--- src/rtl/serial_byte_receiver_pkg.sv ---
// Shared definitions for the serial byte link: FSM state encoding and line levels.
// The transmitter imports the same package so both ends agree on framing.
package serial_byte_receiver_pkg;

    typedef enum logic [1:0] {
        S_IDLE = 2'd0,
        S_DATA = 2'd1,
        S_STOP = 2'd2,
        S_RSVD = 2'd3
    } rx_state_t;

    localparam int   DEFAULT_DATA_WIDTH = 8;
    localparam logic LINE_IDLE_LEVEL    = 1'b1;
    localparam logic START_BIT_LEVEL    = 1'b0;
    localparam logic STOP_BIT_LEVEL     = 1'b1;

endpackage

--- src/rtl/serial_byte_receiver_sipo_shift_reg.sv ---
// W-bit serial-in/parallel-out register; dir=1 shifts toward the MSB, dir=0 toward the LSB.
module sipo_shift_reg #(
    parameter int W = 8
) (
    input  logic         Clock,
    input  logic         Reset,
    input  logic         shift_en,
    input  logic         dir,
    input  logic         din,
    output logic [W-1:0] q
);

    logic [W-1:0] q_reg;

    always_ff @(posedge Clock) begin
        if (Reset) begin
            q_reg <= '0;
        end else if (shift_en) begin
            if (dir) begin
                q_reg <= {q_reg[W-2:0], din};
            end else begin
                q_reg <= {din, q_reg[W-1:1]};
            end
        end
    end

    assign q = q_reg;

endmodule

--- src/rtl/serial_byte_receiver.sv ---
// Receive end of the serial byte link: start/data/stop framing sampled on BitTick,
// valid/ack handshake on the parallel side, sticky framing and overrun flags.
module serial_byte_receiver
    import serial_byte_receiver_pkg::*;
#(
    parameter int DATA_WIDTH = DEFAULT_DATA_WIDTH,
    parameter bit MSB_FIRST  = 1'b0
) (
    input  logic                  Clock,
    input  logic                  Reset,
    input  logic                  BitTick,
    input  logic                  SerialIn,
    input  logic                  DataAck,
    output logic [DATA_WIDTH-1:0] DataOut,
    output logic                  DataValid,
    output logic                  FrameError,
    output logic                  Overrun,
    output logic                  Busy
);

    localparam int CW = $clog2(DATA_WIDTH + 1);
    localparam logic [CW-1:0] LAST_BIT = CW'(DATA_WIDTH - 1);

    rx_state_t               state_reg, state_next;
    logic [CW-1:0]           count_reg, count_next;
    logic [DATA_WIDTH-1:0]   data_out_reg;
    logic                    data_valid_reg;
    logic                    frame_error_reg;
    logic                    overrun_reg;
    logic [DATA_WIDTH-1:0]   shift_q;
    logic                    shift_en;
    logic                    good_done;
    logic                    bad_done;

    sipo_shift_reg #(.W(DATA_WIDTH)) u_shift (
        .Clock    (Clock),
        .Reset    (Reset),
        .shift_en (shift_en),
        .dir      (MSB_FIRST),
        .din      (SerialIn),
        .q        (shift_q)
    );

    always_comb begin
        state_next = state_reg;
        count_next = count_reg;
        shift_en   = 1'b0;
        good_done  = 1'b0;
        bad_done   = 1'b0;
        case (state_reg)
            S_IDLE: begin
                if (BitTick && SerialIn == START_BIT_LEVEL) begin
                    state_next = S_DATA;
                    count_next = '0;
                end
            end
            S_DATA: begin
                if (BitTick) begin
                    shift_en   = 1'b1;
                    count_next = count_reg + CW'(1);
                    if (count_reg == LAST_BIT) begin
                        state_next = S_STOP;
                    end
                end
            end
            S_STOP: begin
                if (BitTick) begin
                    state_next = S_IDLE;
                    good_done  = (SerialIn == STOP_BIT_LEVEL);
                    bad_done   = (SerialIn != STOP_BIT_LEVEL);
                end
            end
            default: begin
                state_next = S_IDLE;
                count_next = '0;
            end
        endcase
    end

    always_ff @(posedge Clock) begin
        if (Reset) begin
            state_reg <= S_IDLE;
            count_reg <= '0;
        end else begin
            state_reg <= state_next;
            count_reg <= count_next;
        end
    end

    // A good completion wins over an ack in the same cycle, so the new byte stays valid.
    always_ff @(posedge Clock) begin
        if (Reset) begin
            data_out_reg    <= '0;
            data_valid_reg  <= 1'b0;
            frame_error_reg <= 1'b0;
            overrun_reg     <= 1'b0;
        end else if (good_done) begin
            data_out_reg    <= shift_q;
            data_valid_reg  <= 1'b1;
            frame_error_reg <= 1'b0;
            if (data_valid_reg && !DataAck) begin
                overrun_reg <= 1'b1;
            end
        end else begin
            if (bad_done) begin
                frame_error_reg <= 1'b1;
            end
            if (DataAck) begin
                data_valid_reg <= 1'b0;
            end
        end
    end

    assign DataOut    = data_out_reg;
    assign DataValid  = data_valid_reg;
    assign FrameError = frame_error_reg;
    assign Overrun    = overrun_reg;
    assign Busy       = (state_reg == S_DATA) || (state_reg == S_STOP);

endmodule

--- config.mk ---
export PLATFORM = sky130hd
export DESIGN_NAME = serial_byte_receiver
export DESIGN_NICKNAME = d
export VERILOG_FILES = /design/src/rtl/serial_byte_receiver_pkg.sv /design/src/rtl/serial_byte_receiver_sipo_shift_reg.sv /design/src/rtl/serial_byte_receiver.sv
export SDC_FILE = /design/constraint.sdc
export NUM_CORES = 1
export LEC_CHECK = 0
export ABC_CLOCK_PERIOD_IN_PS = 3500
export BUFFER_PORTS_ARGS = -buffer_cell sky130_fd_sc_hd__buf_4
export CORE_MARGIN = 2
export CORE_UTILIZATION = 52
export CTS_BUF_LIST = sky130_fd_sc_hd__clkbuf_8
export DETAILED_ROUTE_END_ITERATION = 12
export GPL_TIMING_DRIVEN = 0
export MAX_ROUTING_LAYER = met4
export PLACE_DENSITY = 0.84
export SYNTH_ARGS = -nofsm -noshare
export SYNTH_HDL_FRONTEND = slang
export SYNTH_HIERARCHICAL = 1
export SYNTH_SLANG_ARGS = --single-unit
--- constraint.sdc ---
create_clock -name Clock -period 3.5 [get_ports Clock]
set_input_delay 0.525 -clock Clock [delete_from_list [all_inputs] [get_ports Clock]]
set_output_delay 0.525 -clock Clock [all_outputs]
set_load 0.01 [all_outputs]
# After elaboration in Yosys (flattened, before gate mapping)

Index checks and enable logic that the tools add are counted.

Bits of input ports: 5
Bits in registers: 25
Output and inout bits: 12

Mux-type cells: 16
Equal/unequal tests: 7
$add $sub $neg: 1
Bitwise operators: 2
Reduce and logical (&&, ||, !) cells: 10

Operator list:

| cell                                                             | count |
|---|---|
| 4-bit one-hot mux with 3 select lines                            | 1 |
| 1-bit two-way mux                                                | 8 |
| 2-bit two-way mux                                                | 4 |
| 4-bit two-way mux                                                | 2 |
| 2-bit inequality test (second input constant)                    | 4 |
| 2-bit one-hot mux with 3 select lines                            | 1 |
| 4-bit by 1-bit adder with 4-bit output (second input constant)   | 1 |
| 4-bit by 3-bit == test with 1-bit output (second input constant) | 1 |
| 4-bit AND reduction                                              | 1 |
| 3-bit AND reduction                                              | 1 |
| 2-bit by 1-bit == test with 1-bit output (second input constant) | 1 |
| 2-bit == test (second input constant)                            | 1 |
| 1-bit logical AND                                                | 2 |
| 2-bit logical NOT                                                | 1 |
| 1-bit inverter                                                   | 2 |
| 2-bit AND reduction                                              | 1 |
| 2-bit nonzero test                                               | 1 |
| 2-bit OR reduction                                               | 1 |
| 1-bit logical NOT                                                | 1 |
| 1-bit logical OR                                                 | 1 |

# Longest topological paths before layout

Depth in word-level cells: 4
Gate-level depth with buffers: 7
Gate-level depth less buffers: 5

# By module

Netlist, hierarchy kept.

Modules (own cells, without submodules):

| module               | cells an instance | area an instance (um^2) | times used |
|---|---|---|---|
| serial_byte_receiver | 91                | 805.8                   | 1 |
| sipo_shift_reg       | 36                | 369.1                   | 1 |

# Worst setup path before layout

Ideal clock, no wire load.

Path kind: reg-to-reg
Start point: reg state_reg[0]
End point: reg state_reg[0]
Library setup time: 72 ps
Stages on the path, launching flop included: 6
Arrival: 1531 ps
Path buffers: 0
Setup slack: 1897 ps
Path through: dfxtp_1 > inv_1 > ha_1 > or3_4 > a22oi_1 > mux2i_1

Cells in the longest elaborated chain, start to end: 3
Elaborated cells between the ends (all ways): 9
Those cells by class: 6 x eq/ne; 1 x mux; 2 x reduce/logical

RTL lines:

| item                                                                   | line                       | source |
|---|---|---|
| start: declaration                                                     | serial_byte_receiver.sv:24 | `rx_state_t state_reg, state_next;` |
| start signal: assignment                                               | serial_byte_receiver.sv:85 | `state_reg <= state_next;` |
| 2-bit by 1-bit == test with 1-bit output, or another cell as far along | serial_byte_receiver.sv:50 | `case (state_reg)` |
| 2-bit inequality test (no source line)                                 | n/a                        |  |
| 4-bit AND reduction (no source line)                                   | n/a                        |  |

Parallel ways exist; a longest one is shown, timed or not.
A chain may end at the register's enable or synchronous reset.

# Final worst setup path

Ends and elaborated chain as after synthesis.

==> results.md <==
* Placed Instance Area at 1320 µm²
* Initial DRC count at 24
* Final Hold Fails at 0
* Max-Cap Viols at 0
* WS Path Type: flop to flop
* Final Setup Violations at 0
* I/O Buffers at 15
* Pwr/cell area at 540 nW/µm²
* Crit-path max cell delay at 0.43 ns
* Postcts setup bufs at 0
* CP endpoint kind: flop
* Hold Crit Class: flop to flop
* DR vias at 971
* H-Tree Depth at 1
* CTS Root Cell: clkbuf_8
* Antenna Cells at 0
* Worst r2r src: state_reg[0]
* Pin count of the biggest net entering global routing at 15
* Initial antenna violation count at 0
* RSZ-0062 raised after global routing: false
* CP Cell Sequence: inv_1, ha_1, or3_4, a22oi_1, mux2i_1
* Antenna-violating nets left at 0
* DP HPWL at 1.61 mm
* Internal reg-to-reg setup slack at 1.72 ns
* Worst Path Max Fanout at 7
* Via/cell ratio at 5.58
* Critical path launch point type: flop
* Row cnt at 17
* Clock latency on the worst-skew pair at 0.26 ns
* Global Route Usage Sum at 19.3%
* Max Freq at 563 MHz
* Data required time of the worst path at 3.69 ns
* Status: completed
* Hold Path Cell Cnt at 2
* DRC viols at 0
* Vias in the first global route at 891
* Hold path endpoint: DataOut[3]
* Drt pass-1 iters at 4
* Placed cells at 170
* Core Region at 2170 µm²
* Hold Buf Count CTS at 0
* Final Util at 63.1%
* Nets at 158
* Syn. warnings at 6
* Chip width at 51.5 µm
* Initial Util at 54.2%
* Num ports at 17
* Worst EP arrival at 1.97 ns
* Post-route insts no fill at 174
* Period minus WS final at 1.78 ns
* DR WL/cell at 13.0 µm
* Worst r2r dst: state_reg[0]
* Routed WL at 2.27 mm
* Period Utilization, post-route at 50.8%
* Total Power Consumption at 0.739 mW
* Die Height at 51.5 µm
* Post-cts sizing count at 0
* Leak at 0.525 nW
* CTS sink cnt at 25
* Slowest cell on crit path: or3_4
* Finished Cell Area at 1370 µm²
* Post-synthesis cell count at 127
* Num CTS Buffers at 3
* VDD IR-drop max at 0.000379 V
* Library cells used by synthesis at 31
* Layout Skew at 0.00151 ns
* First-pass GRT wire length at 3.86 mm
* Max clock buf depth at 2
* Full die area at 2660 µm²
* Gr ovfl total at 0
* Clk slew on worst S/H paths at 0.08 ns
* Fin. max-slew vios at 0
* CTS tree: yes
* Post-Syn Nets at 138
* Setup TNS at 0 ns
* Synthesis-to-layout area growth at 16.5%
* HP Start: DataOut[3]
* Avg Inst Size Synth at 9.25 µm²
* Yosys reg bits at 25
* Netlist Area Pre-Place at 1170 µm²
* Placer Congestion at 0.815
* Post-synthesis sequential area ratio at 42.6%
* Fraction of layout cells with a size suffix above 1 at 18.5%
* Reg2Reg Depth at 5
[cell usage in the layout (no fill, tap or decap)]
master      n
dfxtp_1    25
nand2_1    17
buf_4      16
a21oi_1    12
mux2i_1    10
nor2_1      9
a211oi_1    7
nand2b_1    6
ha_1        6
o211ai_1    4
clkbuf_1    3
nand3_1     3
nand3b_1    3
clkbuf_8    3
inv_1       2
a31oi_1     2
buf_6       2
and2_2      1
and3_1      1
nor3_1      1
o21ba_2     1
or3_4       1
a21bo_2     1
a22oi_1     1
and2_1      1
and3b_1     1
nand4b_1    1
nand4bb_1   1
or4b_1      1
clkinv_2    1
conb_1      1
buf_1       1
a211oi_2    1
[worst max path at each step]
stage	endpoint	cells past startpoint	slack [ns]	startpoint
4_1_cts	state_reg[1]	5	1.71	state_reg[0]
3_3_place_gp	state_reg[1]	5	1.77	state_reg[0]
6_report	state_reg[0]	5	1.72	state_reg[0]
3_5_place_dp	state_reg[1]	5	1.74	state_reg[0]
5_1_grt	state_reg[1]	5	1.60	state_reg[0]
2_1_floorplan	state_reg[0]	5	1.90	state_reg[0]
[kinds of logic after synthesis]
logic type	synth area share, %
AND/OR/NAND/NOR	21.1
AO/OA/AOI/OAI	16.6
flip-flops	42.6
multiplexers	8.52
buffers and inverters	4.47
adder cells (fa/ha/maj)	6.39
other	0.319
[report_power, final]
group          internal (mW)  total (mW)  switching [mW]  leakage (nW)
combinational          0.105       0.231           0.126         0.297
clock                 0.0793       0.164          0.0847        0.0255
sequential             0.315       0.344          0.0293         0.202
[cells in the mapped netlist, drive strengths merged]
library cell / n / area [µm²]
o21ba: 1 / 10.0
conb: 1 / 3.75
nor2: 9 / 33.8
a21bo: 1 / 10.0
nand2b: 6 / 37.5
or3: 1 / 11.3
a31oi: 2 / 12.5
o211ai: 4 / 30.0
or4b: 1 / 10.0
a211oi: 8 / 65.1
nand4b: 1 / 8.76
a21oi: 12 / 60.1
nand3: 3 / 15.0
and2: 2 / 13.8
a22oi: 1 / 7.51
nand3b: 3 / 22.5
nor3: 1 / 5.00
inv: 2 / 7.51
buf: 4 / 33.8
and3b: 1 / 8.76
dfxtp: 25 / 500
nand4bb: 1 / 11.3
ha: 6 / 75.1
mux2i: 10 / 100
and3: 1 / 6.26
clkbuf: 3 / 11.3
nand2: 17 / 63.8
[layout make-up]
cell class / instances / area (µm²)
Multi-Input combinational cell: 93 / 622
Sequential cell: 25 / 500
Clock buffer: 3 / 41.3
Inverter: 2 / 7.51
Timing Repair Buffer: 15 / 113
Buffer: 7 / 45.0
Clock inverter: 1 / 5.00
Tap cell: 28 / 35.0
Fill cell: 196 / 801
[metal layers]
| layer | vias to the layer above | GRT usage (%) | routed length (µm) |
|---|---|---|---|
| li1 | 482 | - | - |
| met3 | 4 | 4.31 | 132 |
| met2 | 32 | 31.8 | 1010 |
| met1 | 453 | 24.5 | 1100 |
| met5 | - | - | 0 |
| met4 | 0 | 3.95 | 23 |
[critical path, delay by kind of cell (launching register included)]
kind                       cells  cell delay (ns)
AOI/OAI and AO/OA              1             0.30
adders and majority gates      1             0.28
buffers and inverters          1             0.10
DFF                            1             0.39
muxes                          1             0.22
and+or+nand+nor                1             0.43
[per-stage QoR]
stage	setup WS, ns	hold slack, ns
2_1_floorplan	1.90	0.444
4_1_cts	1.71	0.461
3_5_place_dp	1.74	0.449
3_3_place_gp	1.77	0.445
5_1_grt	1.60	0.482
6_report	1.72	0.457
No activity file was read; power rests on OpenSTA's default activity.
